==> config.mk <==
export PLATFORM = sky130hd
export DESIGN_NAME = uart_tx_ctrl
export DESIGN_NICKNAME = d
export VERILOG_FILES = /design/src/rtl/uart_tx_ctrl.sv
export SDC_FILE = /design/constraint.sdc
export NUM_CORES = 1
export LEC_CHECK = 0
export BUFFER_PORTS_ARGS = -buffer_cell sky130_fd_sc_hd__buf_2
export CAP_MARGIN = 5
export CORE_MARGIN = 2
export CORE_UTILIZATION = 49
export DETAILED_ROUTE_END_ITERATION = 7
export GPL_ROUTABILITY_DRIVEN = 0
export PLACE_DENSITY = 0.76
export SYNTH_ARGS = -nofsm -noshare
export SYNTH_HDL_FRONTEND = slang
export SYNTH_SLANG_ARGS = --single-unit
export TNS_END_PERCENT = 1
==> constraint.sdc <==
create_clock -name clk -period 1.5 [get_ports clk]
set_input_delay 0.3 -clock clk [delete_from_list [all_inputs] [get_ports clk]]
set_output_delay 0.3 -clock clk [all_outputs]
set_load 0.01 [all_outputs]
==> src/rtl/uart_tx_ctrl.sv <==
// UART transmit frame controller: latches a word and its parity bit, then walks
// the TX mux through start, data, optional parity and stop while pacing the serializer.
module uart_tx_ctrl #(
  parameter int DATA_WIDTH = 8
) (
  input  logic                  clk,
  input  logic                  rst,
  input  logic [DATA_WIDTH-1:0] P_DATA,
  input  logic                  DATA_VALID,
  input  logic                  PAR_EN,
  input  logic                  PAR_TYP,
  input  logic                  ser_DONE,
  output logic                  ser_EN,
  output logic [DATA_WIDTH-1:0] ser_P_DATA,
  output logic [1:0]            mux_sel,
  output logic                  par_bit,
  output logic                  busy
);

  localparam int CNT_W = $clog2(DATA_WIDTH + 2);
  localparam logic [CNT_W-1:0] CNT_ZERO = {CNT_W{1'b0}};
  localparam logic [CNT_W-1:0] CNT_ONE  = {{(CNT_W-1){1'b0}}, 1'b1};
  localparam logic [CNT_W-1:0] TMO_LAST = CNT_W'(DATA_WIDTH + 1);

  localparam logic [1:0] MUX_START  = 2'b00;
  localparam logic [1:0] MUX_DATA   = 2'b01;
  localparam logic [1:0] MUX_PARITY = 2'b10;
  localparam logic [1:0] MUX_STOP   = 2'b11;

  typedef enum logic [2:0] {
    ST_IDLE   = 3'd0,
    ST_START  = 3'd1,
    ST_DATA   = 3'd2,
    ST_PARITY = 3'd3,
    ST_STOP   = 3'd4
  } state_e;

  function automatic logic calc_parity(input logic [DATA_WIDTH-1:0] data,
                                       input logic                  odd);
    return (^data) ^ odd;
  endfunction

  state_e                  state_q, state_d;
  logic [CNT_W-1:0]        cnt_q, cnt_d;
  logic [DATA_WIDTH-1:0]   ser_p_data_q, ser_p_data_d;
  logic                    par_bit_q, par_bit_d;
  logic                    par_en_q, par_en_d;
  logic [1:0]              mux_sel_q, mux_sel_d;
  logic                    busy_q, busy_d;
  logic                    ser_en_q, ser_en_d;
  logic                    latch_s;

  // Next-state logic, data-cycle watchdog and latch request.
  always_comb begin
    state_d = state_q;
    cnt_d   = cnt_q;
    latch_s = 1'b0;
    case (state_q)
      ST_IDLE: begin
        if (DATA_VALID) begin
          latch_s = 1'b1;
          state_d = ST_START;
        end else begin
          state_d = ST_IDLE;
        end
      end
      ST_START: begin
        state_d = ST_DATA;
        cnt_d   = CNT_ZERO;
      end
      ST_DATA: begin
        if (ser_DONE) begin
          state_d = par_en_q ? ST_PARITY : ST_STOP;
          cnt_d   = CNT_ZERO;
        end else if (cnt_q == TMO_LAST) begin
          // Serializer never reported completion: close the frame without parity.
          state_d = ST_STOP;
          cnt_d   = CNT_ZERO;
        end else begin
          state_d = ST_DATA;
          cnt_d   = cnt_q + CNT_ONE;
        end
      end
      ST_PARITY: begin
        state_d = ST_STOP;
      end
      ST_STOP: begin
        if (DATA_VALID) begin
          latch_s = 1'b1;
          state_d = ST_START;
        end else begin
          state_d = ST_IDLE;
        end
      end
      default: begin
        state_d = ST_IDLE;
        cnt_d   = CNT_ZERO;
      end
    endcase
  end

  // Moore output decode of the upcoming state, so the output flops track the state register.
  always_comb begin
    mux_sel_d = MUX_STOP;
    busy_d    = 1'b0;
    ser_en_d  = 1'b0;
    case (state_d)
      ST_IDLE: begin
        mux_sel_d = MUX_STOP;
        busy_d    = 1'b0;
        ser_en_d  = 1'b0;
      end
      ST_START: begin
        mux_sel_d = MUX_START;
        busy_d    = 1'b1;
        ser_en_d  = 1'b1;
      end
      ST_DATA: begin
        mux_sel_d = MUX_DATA;
        busy_d    = 1'b1;
        ser_en_d  = 1'b1;
      end
      ST_PARITY: begin
        mux_sel_d = MUX_PARITY;
        busy_d    = 1'b1;
        ser_en_d  = 1'b0;
      end
      ST_STOP: begin
        mux_sel_d = MUX_STOP;
        busy_d    = 1'b1;
        ser_en_d  = 1'b0;
      end
      default: begin
        mux_sel_d = MUX_STOP;
        busy_d    = 1'b0;
        ser_en_d  = 1'b0;
      end
    endcase
  end

  // Frame parameters captured once per frame; later input changes are ignored.
  always_comb begin
    if (latch_s) begin
      ser_p_data_d = P_DATA;
      par_bit_d    = calc_parity(P_DATA, PAR_TYP);
      par_en_d     = PAR_EN;
    end else begin
      ser_p_data_d = ser_p_data_q;
      par_bit_d    = par_bit_q;
      par_en_d     = par_en_q;
    end
  end

  // State, watchdog, frame data and output registers.
  always_ff @(posedge clk or posedge rst) begin
    if (rst) begin
      state_q      <= ST_IDLE;
      cnt_q        <= CNT_ZERO;
      ser_p_data_q <= {DATA_WIDTH{1'b0}};
      par_bit_q    <= 1'b0;
      par_en_q     <= 1'b0;
      mux_sel_q    <= MUX_STOP;
      busy_q       <= 1'b0;
      ser_en_q     <= 1'b0;
    end else begin
      state_q      <= state_d;
      cnt_q        <= cnt_d;
      ser_p_data_q <= ser_p_data_d;
      par_bit_q    <= par_bit_d;
      par_en_q     <= par_en_d;
      mux_sel_q    <= mux_sel_d;
      busy_q       <= busy_d;
      ser_en_q     <= ser_en_d;
    end
  end

  assign ser_EN     = ser_en_q;
  assign ser_P_DATA = ser_p_data_q;
  assign mux_sel    = mux_sel_q;
  assign par_bit    = par_bit_q;
  assign busy       = busy_q;

endmodule

==> metrics, run 1 <==
CTS sink cnt=21; number of global-route vias before repair=655; Post-CTS Setup Bufs=0; Worst-Margin Slew=0.258 ns; HPWL after detailed placement=1290 um; drt via density=4.77; crit-path cells=nand2b_1, nor3_1, o21ai_0, buf_4, o21ai_0; Post-Synthesis Mean Instance Area=11.9 um^2; global-route met1 utilization=19.9%; GR met3 Demand/Resource=3.40%; wire length per cell=11.9 um; gr usage total=17.6%; number of hold buffers added after CTS=0; max-cap viol count=0; Antenna diodes=0; Initial Utilization=53.5%; pwr dens=1810 nW/um^2; total gr overflow=0; crit path max fanout=6; reg2reg end=cnt_q[3]; detailed-route via count=658; Final nets=130; final hold viol count=8; CP most frequent cell=o21ai_0; Final ANT Viol Nets=0; fin util=65.9%; WHS=-0.00234 ns; Resize count post-CTS=0; std cell rows=15; First-pass DRT Iterations=4; critical path required time=1.71 ns; Detailed Route Iter0 Violations=2; post-synthesis cell area=943 um^2; Post-DP Area=1130 um^2; clk buf depth=2; Yosys warnings=0; H-tree depth=1; synth unique cells=24; core area=1760 um^2; met2 Use GR=31.7%; Buffers on Ports=26; clk slew on worst S/H paths=0.12 ns; Residual DRC=0; total CTS buffers=3; busiest grt layer=met2; Clock Skew=0.00376 ns; VDD IR-drop max=1.05 mV; largest net degree at the start of global routing=22; largest incremental delay on the critical path=0.44 ns; first-pass GRT wire length=2730 um; status=finished with violations; max-slew violation count=0; die area=2290 um^2; Fin Setup TNS=0 ns; antenna violations before repair=0; Final period util=86.1%; Slew headroom=82.8%; Vert. Die Dim=47.9 um; final setup violation count=0; Critical Path Sink Type=flip-flop; layout-stage area growth over the synthesis result=23.2%; Seq/Total Area, Yosys=56.0%; Post-Syn Nets=95; static leakage=0.561 nW; Clk Latency, worst-skew pair=0.30 ns; fraction of layout cells with a size suffix above 1=41.6%; fillers=154; CP Launch Type=flip-flop; reg2reg path depth=5; f_max=775 MHz; total routed wirelength=1640 um; setup slack, reg-to-reg=0.21 ns; #FFs+latches synth=21; Hold WC Path Type=in -> async; I/O Pins=27; chip width=47.9 um; failing checks=hold timing; design area=1160 um^2; CTS tree=yes; unrepaired setup endpoints after global routing=no; clk root buf=clkbuf_4; min Tclk post-route=1.29 ns; CP arrival=1.50 ns; Mapped Cells=79; slowest CP cell=dfrtp_1; RR Startpoint=state_q[2]; kind of critical path=reg -> reg
## kinds of logic after synthesis
kind of cell    count (synthesis)  share of synthesized area, %
flops                          21                          56.0
simple gates                   19                          9.81
compound gates                 14                          8.49
mux                            10                          11.8
xor+xnor                        8                          8.89
buf+inv                         5                          2.39
fa+ha+maj                       2                          2.65
## routing by layer
metal,up-vias,routed length [um]
met1,301,736
met5,-,0
met4,0,10
met3,2,57
li1,337,-
met2,18,839
## synth_stat cells
| master | instances | area share [%] |
|---|---|---|
| a21o_1 | 1 | 0.80 |
| a21oi_1 | 2 | 1.1 |
| buf_4 | 1 | 0.80 |
| dfrtp_1 | 19 | 50 |
| dfstp_2 | 2 | 5.6 |
| ha_1 | 2 | 2.7 |
| inv_1 | 4 | 1.6 |
| mux2_2 | 9 | 11 |
| mux2i_1 | 1 | 1.1 |
| nand2_1 | 6 | 2.4 |
| nand2b_1 | 4 | 2.7 |
| nand3_1 | 2 | 1.1 |
| nor2_1 | 3 | 1.2 |
| nor2_2 | 1 | 0.66 |
| nor2b_1 | 1 | 0.66 |
| nor3_1 | 1 | 0.53 |
| nor4_1 | 1 | 0.66 |
| o21a_1 | 1 | 0.80 |
| o21ai_0 | 8 | 4.2 |
| o21ai_1 | 1 | 0.53 |
| o311a_1 | 1 | 1.1 |
| xnor2_1 | 4 | 3.7 |
| xnor3_1 | 1 | 2.4 |
| xor2_1 | 3 | 2.8 |
## worst max-delay path by stage
stage / startpoint / endpoint / slack (ns)
global route: state_q[2] / cnt_q[3] / 0.06
detailed placement: P_DATA[1] / par_bit / 0.15
global placement: P_DATA[1] / par_bit / 0.19
finish: state_q[2] / cnt_q[3] / 0.21
CTS: state_q[2] / cnt_q[3] / 0.19
floorplan: cnt_q[1] / ser_EN / 0.29
## critical path, delay by kind of cell (launching register included)
kind,cells,cell delay (ns)
flip-flops,1,0.44
AND/OR/NAND/NOR,2,0.32
buffers and inverters,1,0.16
AO/OA/AOI/OAI,2,0.30
## layout by cell type, fill, tap and decap left out
cell type / Yosys / layout
a21o_1: 1 / 1
buf_4: 1 / 5
nor2_1: 3 / 3
mux2i_1: 1 / 1
xnor3_1: 1 / 1
o21ai_0: 8 / 8
clkinv_2: 0 / 1
dfrtp_1: 19 / 19
nor4_1: 1 / 1
nand2b_1: 4 / 4
buf_2: 0 / 26
ha_1: 2 / 2
nor2_2: 1 / 1
clkbuf_4: 0 / 3
xnor2_1: 4 / 4
inv_1: 4 / 4
mux2_2: 9 / 9
xor2_1: 3 / 3
nor3_1: 1 / 1
a21oi_1: 2 / 2
nand2_1: 6 / 6
nand3_1: 2 / 2
o21a_1: 1 / 1
o311a_1: 1 / 1
o21ai_1: 1 / 1
dfstp_2: 2 / 2
nor2b_1: 1 / 1
## metrics by stage
stage | setup slack (ns) | hold slack [ns] | std cells | total power, W
after floorplan | 0.289 | 0.275 | 79 | 0.00152
after global placement | 0.192 | 0.339 | 134 | 0.00184
after detailed placement | 0.153 | 0.340 | 134 | 0.00186
after CTS | 0.185 | 0.00236 | 138 | 0.00213
after global routing | 0.0575 | 0.0148 | 138 | 0.00229
final | 0.209 | -0.00234 | 138 | 0.00211
## sequential cells by signal, indices dropped and copies added (netlist names)
| register | count |
|---|---|
| mux_sel | 2 |
| par_en_q | 1 |
| busy | 1 |
| cnt_q | 4 |
| ser_P_DATA | 8 |
| state_q | 3 |
| par_bit | 1 |
| ser_EN | 1 |
## final cells by class
class                           count  area, um^2  area share (%)
Sequential cell                    21         528            45.4
Clock inverter                      1        5.00           0.431
Clock buffer                        3        22.5            1.94
Multi-Input combinational cell     53         393            33.8
Tap cell                           25        31.3            2.69
Timing Repair Buffer               31         168            14.4
Inverter                            4        15.0            1.29
## power by group
part	internal, W	switching [W]	leakage (nW)
sequential	0.000825	0.000143	0.256
combinational	0.000450	0.000420	0.287
clock	0.0000992	0.000168	0.0177
Power figures use the tool's default switching activity.
==> run 2: changes to the inputs <==
- ABC_AREA: not set -> 1
- CORE_UTILIZATION: 49 -> 51
- PLACE_DENSITY: 0.76 -> 0.77
==> metrics, run 2 <==
status=finished with violations; failing checks=hold timing; std cell rows=16 (+1); Reg power frac=46.4% (+0.4 points); crit-path cells=inv_1, ha_1, nand3_2, nand2_2, o21ai_2, a21oi_2, nand3b_1; pwr dens=1660 nW/um^2 (-8.2%); clk root buf=clkbuf_4; CP Launch Type=flip-flop; Detailed Route Iter0 Violations=18 (+16); Resize count post-CTS=0 (unchanged); Critical Path Sink Type=flip-flop; highest-count cells in the layout ignoring fill and taps=36 x nand2_1, 26 x buf_2, 19 x dfrtp_1; Internal=0.00124 W (-10%); CTS tree=yes; layout-stage area growth over the synthesis result=18.1%; number of hold buffers added after CTS=0 (unchanged); Mapped Cells=121 (+53%); reg2reg path depth=7 (+2); commonest non-fill, non-tap cell in the layout=nand2_1; Antenna diodes=0 (unchanged); CP arrival=1.48 ns (-0.02 ns); max-slew violation count=0 (unchanged); unrepaired setup endpoints after global routing=no; first-pass GRT wire length=3040 um (+11%); min Tclk post-route=1.29 ns (+0.00324 ns); Hold WC Path Type=in -> async; Post-Synthesis Mean Instance Area=8.58 um^2 (-28%); top cells by area, synth=dfrtp_1 46%, nand2_1 13%, dfstp_2 5.1%; final hold viol count=3 (-5); Slew headroom=82.3% (-0.50 points); Top FF cell, synth=dfrtp_1; Net Sw Frac=39.4% (+4.7 points); Sequential cell area=528 um^2 (unchanged); clk slew on worst S/H paths=0.12 ns (about the same); chip width=49.1 um (+2.6%); Clock Skew=0.00440 ns (+0.000639 ns); max reg flops=8 (unchanged); post-synthesis cell area=1040 um^2 (+10%); #FFs+latches synth=21 (unchanged); pre-CTS setup slack=0.219 ns (+0.0667 ns); Post-Syn Nets=137 (+44%); wire length per cell=9.66 um (-19%); area of the multi-input gates=415 um^2 (+5.7%); I/O Pins=27 (unchanged); CP bufs+invs=1 (unchanged); Final ANT Viol Nets=0 (unchanged); static leakage=0.683 nW (+22%); largest incremental delay on the critical path=0.42 ns (-0.02 ns); area share of the largest cell type after synthesis=45.8% (-4.6 points); H-tree depth=1 (unchanged); Initial Utilization=53.5% (about the same); design area=1230 um^2 (+5.5%); combinational share of power=40.4% (-0.9 points); reg2reg end=busy; Buffers on Ports=26 (unchanged); Final period util=86.3% (+0.22 points); clk buf depth=2 (unchanged); crit path max fanout=3 (-3); Post-CTS Setup Bufs=0 (unchanged); synth unique cells=26 (+8.3%); total CTS buffers=3 (unchanged); RR Startpoint=cnt_q[1]; WHS=-0.00181 ns (+0.000523 ns); First-pass DRT Iterations=4 (unchanged); antenna violations before repair=0 (unchanged); Vert. Die Dim=49.1 um (+2.6%); most common library cells after synthesis=36 x nand2_1, 19 x dfrtp_1, 12 x inv_1, 9 x inv_2, 9 x o21ai_1; NetSw=0.000804 W (+10%); Seq/Total Area, Yosys=50.8% (-5.1 points); HPWL after detailed placement=1350 um (+4.4%); core area=1940 um^2 (+10%); drt via density=4.68 (-1.9%); detailed-route via count=833 (+27%); Clk Latency, worst-skew pair=0.30 ns (about the same); Design Power=0.00204 W (-3.2%); Worst-Margin Slew=0.266 ns (+0.00754 ns); fin util=63.1% (-2.7 points); most common cell in the synthesized netlist=nand2_1; critical path required time=1.69 ns (-0.02 ns); Post-DP Area=1200 um^2 (+5.6%); VDD IR-drop max=1.11 mV (+5.9%); clock share of power=13.2% (+0.5 points); die area=2410 um^2 (+5.3%); area leader, netlist=dfrtp_1; setup slack, reg-to-reg=0.21 ns (about the same); Residual DRC=0 (unchanged); Final nets=168 (+29%); Yosys warnings=0 (unchanged); Fin Setup TNS=0 ns (unchanged); kind of critical path=reg -> reg; largest net degree at the start of global routing=22 (unchanged); max-cap viol count=0 (unchanged); slowest CP cell=dfrtp_1; total gr overflow=0 (unchanged); fraction of layout cells with a size suffix above 1=36.4% (-5.2 points); ys async rst share=100% (unchanged); fin worst setup slack=0.206 ns (-0.00324 ns); number of global-route vias before repair=739 (+13%); f_max=773 MHz (-0.25%); CTS sink cnt=21 (unchanged); CP top delay family=flip-flops; gr usage total=16.4% (-1.2 points); Post-synth EDFFs=0 (unchanged); fillers=172 (+12%); total routed wirelength=1720 um (+4.6%); final setup violation count=0 (unchanged)
## run 2: cell types whose count changed in the layout (fill, tap and decap cells not counted), sizes merged, moves of 2 or more
cell    before  now
nor2         4    6
o21ai        9   13
o22ai        0    2
mux2         9    0
nand2        6   38
buf         31   27
nand3        2    8
nand2b       4    0
inv          4   21
xnor2        4    1
## run 2: layout make-up
class	instances	share of cell area, %
Multi-Input combinational cell	77	33.9
Clock buffer	3	1.84
Timing Repair Buffer	27	11.2
Clock inverter	1	0.408
Sequential cell	21	43.1
Inverter	22	6.84
Tap cell	27	2.76
## run 2: per-layer routing
layer,vias up,part of all wire [%],global-route usage [%]
li1,438,-,-
met1,371,47,21.3
met2,22,48,25.7
met3,2,4.0,3.07
met4,0,1.0,9.52
met5,-,0,0
## run 2: worst register-to-register path, stage by stage, from the launching register on
cell      delay [ns]
dfrtp_1         0.42
inv_1           0.08
ha_1            0.16
nand3_2         0.10
nand2_2         0.07
o21ai_2         0.06
a21oi_2         0.19
nand3b_1        0.10
## run 2: worst max path at each step
| stage | start | to | slack, ns | cells after the start |
|---|---|---|---|---|
| 4_1_cts | cnt_q[1] | busy | 0.20 | 7 |
| 5_1_grt | cnt_q[1] | busy | 0.11 | 7 |
| 3_3_place_gp | cnt_q[1] | busy | 0.29 | 7 |
| 2_1_floorplan | cnt_q[1] | busy | 0.34 | 7 |
| 3_5_place_dp | cnt_q[1] | busy | 0.22 | 7 |
| 6_report | cnt_q[1] | busy | 0.21 | 7 |
## run 2: power by group through the flow
stage          sequential (W)  combinational (W)  clock (W)
3_3_place_gp         0.000949           0.000810          0
4_1_cts              0.000948           0.000835   0.000276
6_report             0.000947           0.000824   0.000269
2_1_floorplan         0.00104           0.000484          0
3_5_place_dp         0.000960           0.000835          0
5_1_grt              0.000980           0.000929   0.000302
## run 2: through the flow
step	instances	hold WS [ns]
after global routing	178	0.0377
after detailed placement	174	0.343
after global placement	174	0.332
after floorplan	121	0.275
final	178	-0.00181
after CTS	178	0.00615
## run 2: cell families after synthesis
kind of cell / Yosys count / share of synthesized area [%]
and+or+nand+nor: 55 / 25.5
DFF: 21 / 50.8
adders and majority gates: 2 / 2.41
AOI/OAI and AO/OA: 17 / 9.52
buffers and inverters: 23 / 9.16
xor gates and xnor gates: 3 / 2.53
